==> src/rtl/ram_burst_pkg.sv <==
// Shared constants, FSM state type and address helper for the RAM burst controller.
package ram_burst_pkg;
   localparam int ADDR_W = 6;
   localparam int DATA_W = 8;
   localparam int LEN_W  = 6;

   typedef enum logic [1:0] {
      IDLE  = 2'd0,
      WRITE = 2'd1,
      READ  = 2'd2,
      DRAIN = 2'd3
   } state_t;

   // Address arithmetic wraps naturally at the RAM size.
   function automatic logic [ADDR_W-1:0] addr_inc(input logic [ADDR_W-1:0] a);
      return a + {{(ADDR_W-1){1'b0}}, 1'b1};
   endfunction
endpackage

==> src/rtl/burst_rd_fifo.sv <==
// Two-entry read-data buffer; each entry carries a byte plus the last-beat tag.
module burst_rd_fifo
   import ram_burst_pkg::*;
#(
   parameter int W = DATA_W + 1
) (
   input  logic         clk,
   input  logic         rst_n,
   input  logic         i_push,
   input  logic [W-1:0] i_data,
   input  logic         i_pop,
   output logic [W-1:0] o_data,
   output logic [1:0]   o_count
);
   logic [W-1:0] r_mem [0:1];
   logic         r_wptr;
   logic         r_rptr;
   logic [1:0]   r_count;
   logic         w_pop;
   logic         w_push;

   assign w_pop   = i_pop && (r_count != 2'd0);
   assign w_push  = i_push && ((r_count != 2'd2) || w_pop);
   assign o_data  = r_mem[r_rptr];
   assign o_count = r_count;

   // Storage, pointers and occupancy; reset flushes everything.
   always_ff @(posedge clk or negedge rst_n) begin
      if (!rst_n) begin
         r_mem[0] <= '0;
         r_mem[1] <= '0;
         r_wptr   <= 1'b0;
         r_rptr   <= 1'b0;
         r_count  <= 2'd0;
      end else begin
         if (w_push) begin
            r_mem[r_wptr] <= i_data;
            r_wptr        <= ~r_wptr;
         end
         if (w_pop) begin
            r_rptr <= ~r_rptr;
         end
         case ({w_push, w_pop})
            2'b10:   r_count <= r_count + 2'd1;
            2'b01:   r_count <= r_count - 2'd1;
            default: r_count <= r_count;
         endcase
      end
   end
endmodule

==> src/rtl/ram_burst_ctrl.sv <==
// Burst controller in front of a 64x8 single-port RAM with a registered read address.
// Write bursts stream straight into the RAM; read bursts are credit-limited into a 2-entry buffer.
module ram_burst_ctrl
   import ram_burst_pkg::*;
(
   input  logic              clk,
   input  logic              rst_n,
   input  logic              req_valid,
   output logic              req_ready,
   input  logic              req_write,
   input  logic [ADDR_W-1:0] req_addr,
   input  logic [LEN_W-1:0]  req_len,
   input  logic              wr_valid,
   output logic              wr_ready,
   input  logic [DATA_W-1:0] wr_data,
   output logic              rd_valid,
   input  logic              rd_ready,
   output logic [DATA_W-1:0] rd_data,
   output logic              rd_last,
   output logic              done,
   output logic              ram_write_en,
   output logic [ADDR_W-1:0] ram_address,
   output logic [DATA_W-1:0] ram_data_in,
   input  logic [DATA_W-1:0] ram_data_out
);
   state_t             r_state;
   state_t             w_next;
   logic [ADDR_W-1:0]  r_addr;
   logic [LEN_W-1:0]   r_beats;
   logic               r_inflight;
   logic               r_inflight_last;
   logic               r_done;
   logic [1:0]         w_fifo_count;
   logic [DATA_W:0]    w_fifo_head;
   logic               w_head_last;
   logic               w_pop;
   logic [2:0]         w_credit;
   logic               w_issue;
   logic               w_wbeat;
   logic               w_accept;
   logic               w_last_beat;

   assign rd_valid    = (w_fifo_count != 2'd0);
   assign w_head_last = w_fifo_head[DATA_W];
   assign rd_data     = w_fifo_head[DATA_W-1:0];
   assign rd_last     = rd_valid & w_head_last;
   assign w_pop       = rd_valid & rd_ready;
   assign w_last_beat = (r_beats == {LEN_W{1'b0}});
   assign w_accept    = (r_state == IDLE) && req_valid;
   assign w_wbeat     = (r_state == WRITE) && wr_valid;

   // Buffered entries plus the read still in the RAM pipe must leave room for one more.
   assign w_credit = {1'b0, w_fifo_count} + {2'b00, r_inflight} - {2'b00, w_pop};
   assign w_issue  = (r_state == READ) && (w_credit < 3'd2);

   assign req_ready   = (r_state == IDLE);
   assign wr_ready    = (r_state == WRITE);
   assign ram_address = r_addr;
   assign done        = r_done;

   // RAM write strobe and write data, gated to the WRITE state.
   always_comb begin
      ram_write_en = 1'b0;
      ram_data_in  = {DATA_W{1'b0}};
      if (r_state == WRITE) begin
         ram_write_en = wr_valid;
         ram_data_in  = wr_data;
      end else begin
         ram_write_en = 1'b0;
         ram_data_in  = {DATA_W{1'b0}};
      end
   end

   // Next-state logic.
   always_comb begin
      w_next = r_state;
      case (r_state)
         IDLE: begin
            if (w_accept) begin
               w_next = req_write ? WRITE : READ;
            end else begin
               w_next = IDLE;
            end
         end
         WRITE: begin
            if (w_wbeat && w_last_beat) begin
               w_next = IDLE;
            end else begin
               w_next = WRITE;
            end
         end
         READ: begin
            if (w_issue && w_last_beat) begin
               w_next = DRAIN;
            end else begin
               w_next = READ;
            end
         end
         DRAIN: begin
            if (w_pop && w_head_last) begin
               w_next = IDLE;
            end else begin
               w_next = DRAIN;
            end
         end
         default: w_next = IDLE;
      endcase
   end

   // State register.
   always_ff @(posedge clk or negedge rst_n) begin
      if (!rst_n) begin
         r_state <= IDLE;
      end else begin
         r_state <= w_next;
      end
   end

   // Address and remaining-beat counters, advanced once per write or issue.
   always_ff @(posedge clk or negedge rst_n) begin
      if (!rst_n) begin
         r_addr  <= {ADDR_W{1'b0}};
         r_beats <= {LEN_W{1'b0}};
      end else if (w_accept) begin
         r_addr  <= req_addr;
         r_beats <= req_len;
      end else if (w_wbeat || w_issue) begin
         r_addr  <= addr_inc(r_addr);
         r_beats <= r_beats - {{(LEN_W-1){1'b0}}, 1'b1};
      end else begin
         r_addr  <= r_addr;
         r_beats <= r_beats;
      end
   end

   // Read pipe tracking and the completion pulse.
   always_ff @(posedge clk or negedge rst_n) begin
      if (!rst_n) begin
         r_inflight      <= 1'b0;
         r_inflight_last <= 1'b0;
         r_done          <= 1'b0;
      end else begin
         r_inflight      <= w_issue;
         r_inflight_last <= w_issue && w_last_beat;
         r_done          <= (w_wbeat && w_last_beat) ||
                            ((r_state == DRAIN) && w_pop && w_head_last);
      end
   end

   burst_rd_fifo #(.W(DATA_W + 1)) u_fifo (
      .clk     (clk),
      .rst_n   (rst_n),
      .i_push  (r_inflight),
      .i_data  ({r_inflight_last, ram_data_out}),
      .i_pop   (w_pop),
      .o_data  (w_fifo_head),
      .o_count (w_fifo_count)
   );
endmodule

==> config.mk <==
export PLATFORM = sky130hd
export DESIGN_NAME = ram_burst_ctrl
export DESIGN_NICKNAME = d
export VERILOG_FILES = /design/src/rtl/ram_burst_pkg.sv /design/src/rtl/burst_rd_fifo.sv /design/src/rtl/ram_burst_ctrl.sv
export SDC_FILE = /design/constraint.sdc
export NUM_CORES = 1
export LEC_CHECK = 0
export ABC_CLOCK_PERIOD_IN_PS = 2700
export CAP_MARGIN = 20
export CELL_PAD_IN_SITES_DETAIL_PLACEMENT = 1
export CELL_PAD_IN_SITES_GLOBAL_PLACEMENT = 2
export CORE_MARGIN = 2
export CORE_UTILIZATION = 27
export DETAILED_ROUTE_END_ITERATION = 6
export GPL_ROUTABILITY_DRIVEN = 1
export PLACE_DENSITY = 0.82
export SLEW_MARGIN = 20
export SYNTH_ARGS = -nofsm -noshare
export SYNTH_HDL_FRONTEND = slang
export SYNTH_HIERARCHICAL = 1
export SYNTH_SLANG_ARGS = --single-unit
==> constraint.sdc <==
create_clock -name clk -period 2.7 [get_ports clk]
set_input_delay 0.54 -clock clk [delete_from_list [all_inputs] [get_ports clk]]
set_output_delay 0.54 -clock clk [all_outputs]
set_load 0.01 [all_outputs]
==> results.py <==
metrics = {
    "cts": {
        "cts.sinks": 39,
        "cts-buffers-inserted": 5,
        "cts-root-buf": "clkbuf_8",
        "clk_latency_ns": 0.29,
        "clock_path_buffers": 2,
        "clk_pin_slew_ns": 0.09,
        "tritoncts": "yes",
        "htree_levels": 2,
    },
    "synth": {
        "avgSynthCellArea_sq_um": 11.8,
        "yosysTopAreaCellShare_pct": 45.7,
        "syn_nets": 219,
        "netlist_top_cells_area": "dfrtp_1, mux2_2, mux2_4",
        "synth_cells": 181,
        "synthFlopType": "dfrtp_1",
        "ys_types": 44,
        "synth_edf_count": 0,
        "synth_area_sq_um": 2140,
        "yosysWarningCount": 6,
        "ys_seq_area_share_pct": 45.7,
        "ys_async_sr_fraction_pct": 100,
        "synth_area_leader_cell": "dfrtp_1",
        "synth_seq_cells": 39,
    },
    "floorplan": {
        "start_util_pct": 27.8,
        "die_h_microns": 93.0,
        "core_sq_um": 7690,
        "std_cell_rows": 32,
        "die_x_microns": 93.0,
        "die-area_sq_um": 8640,
        "ios": 62,
    },
    "sta": {
        "slew_violations": 0,
        "fin_crit_ns": 2.63,
        "relSlewSlack_pct": 30.6,
        "clock.fmax_mhz": 380,
        "setup_viol": 0,
        "tightest_slew_ns": 1.04,
        "skew_ns": 0.00777,
        "layout_setup_ws_ns": 0.0651,
        "tns_ns": 0,
        "period_share_pct": 97.6,
        "hold_viol_final": 0,
        "rsz0062_at_grt": "no",
    },
    "setup_path": {
        "worstPathCellList": "or2_4 > and2_4 > nor2b_4 > o21ai_2 > fa_2 > buf_4 > a32oi_2 > nor4_1 > or3_1",
        "reg2reg_slack_ns": 0.07,
        "crit_arrival_ns": 2.80,
        "start_kind": "flop",
        "cp-end-kind": "flop",
        "r2r_cells": 9,
        "max_stage_delay_ns": 0.51,
        "slowest_stage": "fa_2",
        "setup.worst_path.class": "reg2reg",
        "critPathMaxFanout": 5,
        "path_buf_inv": 1,
        "crit_family": "simple AND/OR/NAND/NOR gates",
        "cp_data_required_time_ns": 2.87,
        "path_depth": 9,
    },
    "layout": {
        "fin_area_sq_um": 3130,
        "nFillCells": 851,
        "nets": 300,
        "antenna_cells": 0,
        "drive_gt1_share_pct": 28.5,
        "area_growth_pct": 46.4,
    },
    "route": {
        "dr.pass1.iters": 4,
        "vias_per_cell": 4.65,
        "first_iter_violations": 38,
        "wirelength_microns": 5540,
        "ant_nets": 0,
        "route.detailed.drc": 0,
        "vias": 1696,
        "wire_per_inst_microns": 15.2,
    },
    "place": {
        "hpwl_microns": 3850,
        "gp_congestion": 0.750,
        "io_buffers": 61,
        "pre_cts_slack_ns": -0.449,
        "place_area_sq_um": 2910,
    },
    "global_route": {
        "track_usage_pct": 13.3,
        "grt_max_degree": 40,
        "antenna_found_initial": 0,
        "grt_util_met3_pct": 2.60,
        "grt_busiest_layer": "met2",
        "use_met2_pct": 22.6,
        "grt_first_pass_wirelength_microns": 9280,
        "use_met1_pct": 18.0,
        "grt-ovfl-total": 0,
        "grt_pass1_vias": 1870,
    },
    "hold_path": {
        "worst_hold_path_type": "in2async",
    },
    "job": {
        "maxCapViolations": 0,
    },
    "power": {
        "power_density_nw_per_um2": 1030,
        "ir_worst_vdd_mv": 0.378,
        "leakage_nw": 1.26,
    },
    "outcome": {
        "outcome": "finished clean",
    },
}
## cell type report
class                      instances  area, sq um  area share [%]
multi-input combinational        131         1150            36.7
inverter                           4         15.0           0.480
sequential                        39          977            31.2
clock inverter                     3         25.0           0.800
tap                              102          128            4.08
clock buffer                       5         68.8            2.20
timing repair buffer              81          766            24.5
## kinds of logic after synthesis
group           synth area share, %
simple gates                   19.0
flops                          45.7
mux                            17.3
compound gates                 8.08
buf+inv                        3.63
xor+xnor                       3.63
fa+ha+maj                      2.69
## sequential cells by signal (all words and copies together), names as in the netlist, 2 cells and up
signal	cells
r_beats	6
u_fifo/o_count	2
ram_address	6
u_fifo/r_mem	18
r_state	2
## repair_timing
| action | in CTS | in global routing |
|---|---|---|
| gates resized for setup | 3 | 7 |
| gates cloned | 1 | 0 |
| buffers inserted | 5 | 4 |
| hold buffers | 0 | 0 |
| endpoints found under the hold margin | 0 | 0 |
| pin swaps | 2 | 10 |
| setup endpoints to repair | 9 | 13 |
## worst paths after layout
kind,startpoint,to
hold reg to reg,u_fifo/r_mem[8],u_fifo/r_mem[8]
min in group clk,u_fifo/r_mem[8],u_fifo/r_mem[8]
hold / removal,rst_n,u_fifo/r_mem[14]
setup reg to reg,u_fifo/o_count[1],r_beats[5]
max in group asynchronous,rst_n,u_fifo/o_count[1]
setup / recovery,u_fifo/o_count[1],r_beats[5]
## metrics by stage
step / util (%) / hold slack [ns] / total power, mW / cells
6_report: 40.7 / 0.369 / 3.24 / 365
3_3_place_gp: 37.8 / 0.484 / 2.55 / 348
2_1_floorplan: - / 0.244 / 1.98 / 181
3_5_place_dp: 37.8 / 0.490 / 2.60 / 348
4_1_cts: 40.0 / 0.401 / 3.17 / 362
5_1_grt: 40.7 / 0.440 / 3.49 / 365
## cell usage in the layout (no fill, tap or decap), types with 2 or more instances in the layout
cell type	count
nand2b_1	2
and3_1	2
nor3b_1	2
nor2b_4	3
mux2_2	19
dfrtp_1	38
nor2_1	11
a31oi_1	8
clkbuf_8	5
xnor2_1	4
nor3b_2	2
buf_4	18
xor2_1	3
ha_1	3
or3_1	10
clkinv_4	2
a21oi_1	2
clkdlybuf4s50_1	59
a32oi_4	2
buf_6	2
mux2i_1	2
and2_1	10
nor4_1	2
o21ai_0	7
inv_1	4
nand2_1	7
mux2_4	9
nor2b_1	2
## report_power, final
part / switching [mW] / internal [mW] / total, mW
registers: 0.201 / 0.836 / 1.04
logic: 0.721 / 1.07 / 1.79
clock network: 0.227 / 0.185 / 0.412
total: 1.15 / 2.09 / 3.24
## synthesized netlist by cell type (3+ instances only)
library cell,n
dfrtp_1,39
mux2_2,19
and2_1,11
nor2_1,11
or3_1,10
mux2_4,9
a31oi_1,8
o21ai_0,8
nand2_1,7
inv_1,4
xnor2_1,4
buf_6,3
ha_1,3
nor2b_1,3
xor2_1,3
## per-layer routing
metal	up-vias	part of all wire [%]
li1	812	-
met1	837	46
met2	45	49
met3	2	4.5
met4	0	0.18
met5	-	0
Note: power is estimated with default switching activity, not from simulation.
==> RTL change, RTL diff (config.mk and constraints unchanged) <==
Re-encode `state_t` (4 states) as Gray code, 2 bits wide.
--- a/src/rtl/ram_burst_pkg.sv
+++ b/src/rtl/ram_burst_pkg.sv
@@ -5,10 +5,10 @@
    localparam int LEN_W  = 6;
 
    typedef enum logic [1:0] {
-      IDLE  = 2'd0,
-      WRITE = 2'd1,
-      READ  = 2'd2,
-      DRAIN = 2'd3
+      IDLE  = 2'b00,
+      WRITE = 2'b01,
+      READ  = 2'b11,
+      DRAIN = 2'b10
    } state_t;
 
    // Address arithmetic wraps naturally at the RAM size.
Function: no difference found for any inputs over 10 cycles, from zero or initial values and one cycle with rst_n low; not proved beyond that.
==> RTL change against the original RTL <==
Clock skew down 5.6 ps; setup slack better by 81 ps; sequential share of layout area up 1.5 points; routed wire length down 12%; count of clock-buffer cells in the layout up 1; sequential cell count unchanged; utilization up 0.40 points; design area down 4.7%; synthesized area down 5.2%; critical path depth up 1; power up 7.0%; first-iteration DRC count down 7.9%; sequential power up 4%; largest power group unchanged.
==> RTL change: results (changes against the original RTL) <==
Vias: 1,599 (-5.7%)
Status: finished clean
Routed met1 length: 2290 microns (-11%)
Clock skew: 2.16 ps (-5.61 ps)
Placer congestion estimate: 0.725 (-3.3%)
NetSw: 1230 uW (+7.4%)
Static Leak: 0.00123 uW (-2.0%)
Pre-CTS WS: -185 ps (+264 ps)
Metal3 WL: 170 microns (-32%)
Routed WL per cell: 13.7 microns (-9.9%)
Met3 Use GR: 2.25% (-0.35 points)
DR vias/cell: 4.47 (-3.9%)
Met1 GRT Util: 15.9% (-2.2 points)
Layout cell share with drive strength beyond 1: 22.4% (-6.1 points)
Path depth of the worst reg2reg path: 10 (+1)
Met2 wire len: 2400 microns (-12%)
Final core utilization: 41.1% (+0.40 points)
Vias in the first global route: 1,752 (-6.3%)
Global-route wire length before repair: 8430 microns (-9.1%)
Post-CTS Setup Bufs: 0 (-5)
DP Cell Count: 349 (+0.29%)
Register area share after synthesis: 48.2% (+2.5 points)
Syn avg cell area: 11.3 sq um (-4.7%)
Largest cells by area after synthesis: dfrtp_1, mux2_2, mux2_4
Mapped Nets: 218 (-0.46%)
FF-to-FF setup slack: 220 ps (+150 ps)
Commonest cells in the netlist: dfrtp_1, mux2_2, nand2_1
VDD IR-drop max: 428 uV (+13%)
DP HPWL: 3680 microns (-4.4%)
Reg-to-Reg End: ram_address[1]$_DFFE_PN0P_
Global-route met2 utilization: 21.4% (-1.3 points)
Worst Path Arrival: 2720 ps (-80 ps)
==> RTL change: cell types whose count changed after synthesis, sizes merged, moves of 3 or more <==
cell,change
or3,-11
buf,-4
a21oi,+3
o21ai,+5
a31oi,-7
xor2,+8
nand2,+9
==> RTL change: area by class of cell <==
| type | count | share of cell area [%] |
|---|---|---|
| inverter | 6 | 0.756 |
| clock buffer | 6 | 2.77 |
| sequential | 39 | 32.7 |
| clock inverter | 2 | 1.18 |
| timing repair buffer | 75 | 23.8 |
| multi-input combinational | 131 | 34.6 |
| tap | 99 | 4.16 |
==> RTL change: metrics by stage <==
stage | hold WS [ps] | setup TNS, ps
floorplan | 244 | 0
global placement | 486 | -756
detailed placement | 493 | -1520
CTS | 410 | 0
global route | 448 | -14.3
finish | 377 | 0
==> RTL change: worst max-delay path: stages <==
cell             delay [ps]
clkdlybuf4s50_1         480
nand2_1                  70
nor2_1                  130
o21ai_0                 130
fa_1                    420
xor2_2                  380
o22ai_1                 150
buf_4                   170
a31oi_1                 150
o21ai_0                  90
==> RTL change: repair_timing <==
item | in CTS | in global routing
resized for setup | 0 | 3
setup endpoints to repair | 0 | 4
hold buffers | 0 | 0
==> RTL change: power groups by stage <==
| stage | combinational (uW) | sequential (uW) | clock, uW |
|---|---|---|---|
| detailed placement | 1810 | 1090 | 0 |
| global placement | 1760 | 1080 | 0 |
| finish | 1880 | 1080 | 506 |
| CTS | 1820 | 1080 | 525 |
| global route | 2060 | 1130 | 545 |
| floorplan | 1040 | 1060 | 0 |
==> RTL change: cells by family (layout without fill, tap and decap cells) <==
group	Yosys count	count (layout)	share of synthesized area (%)
simple gates	59	59	15.5
buf+inv	11	89	2.53
flops	39	39	48.2
xor+xnor	16	16	6.92
compound gates	23	24	6.86
mux	28	28	17.2
fa+ha+maj	4	4	2.84
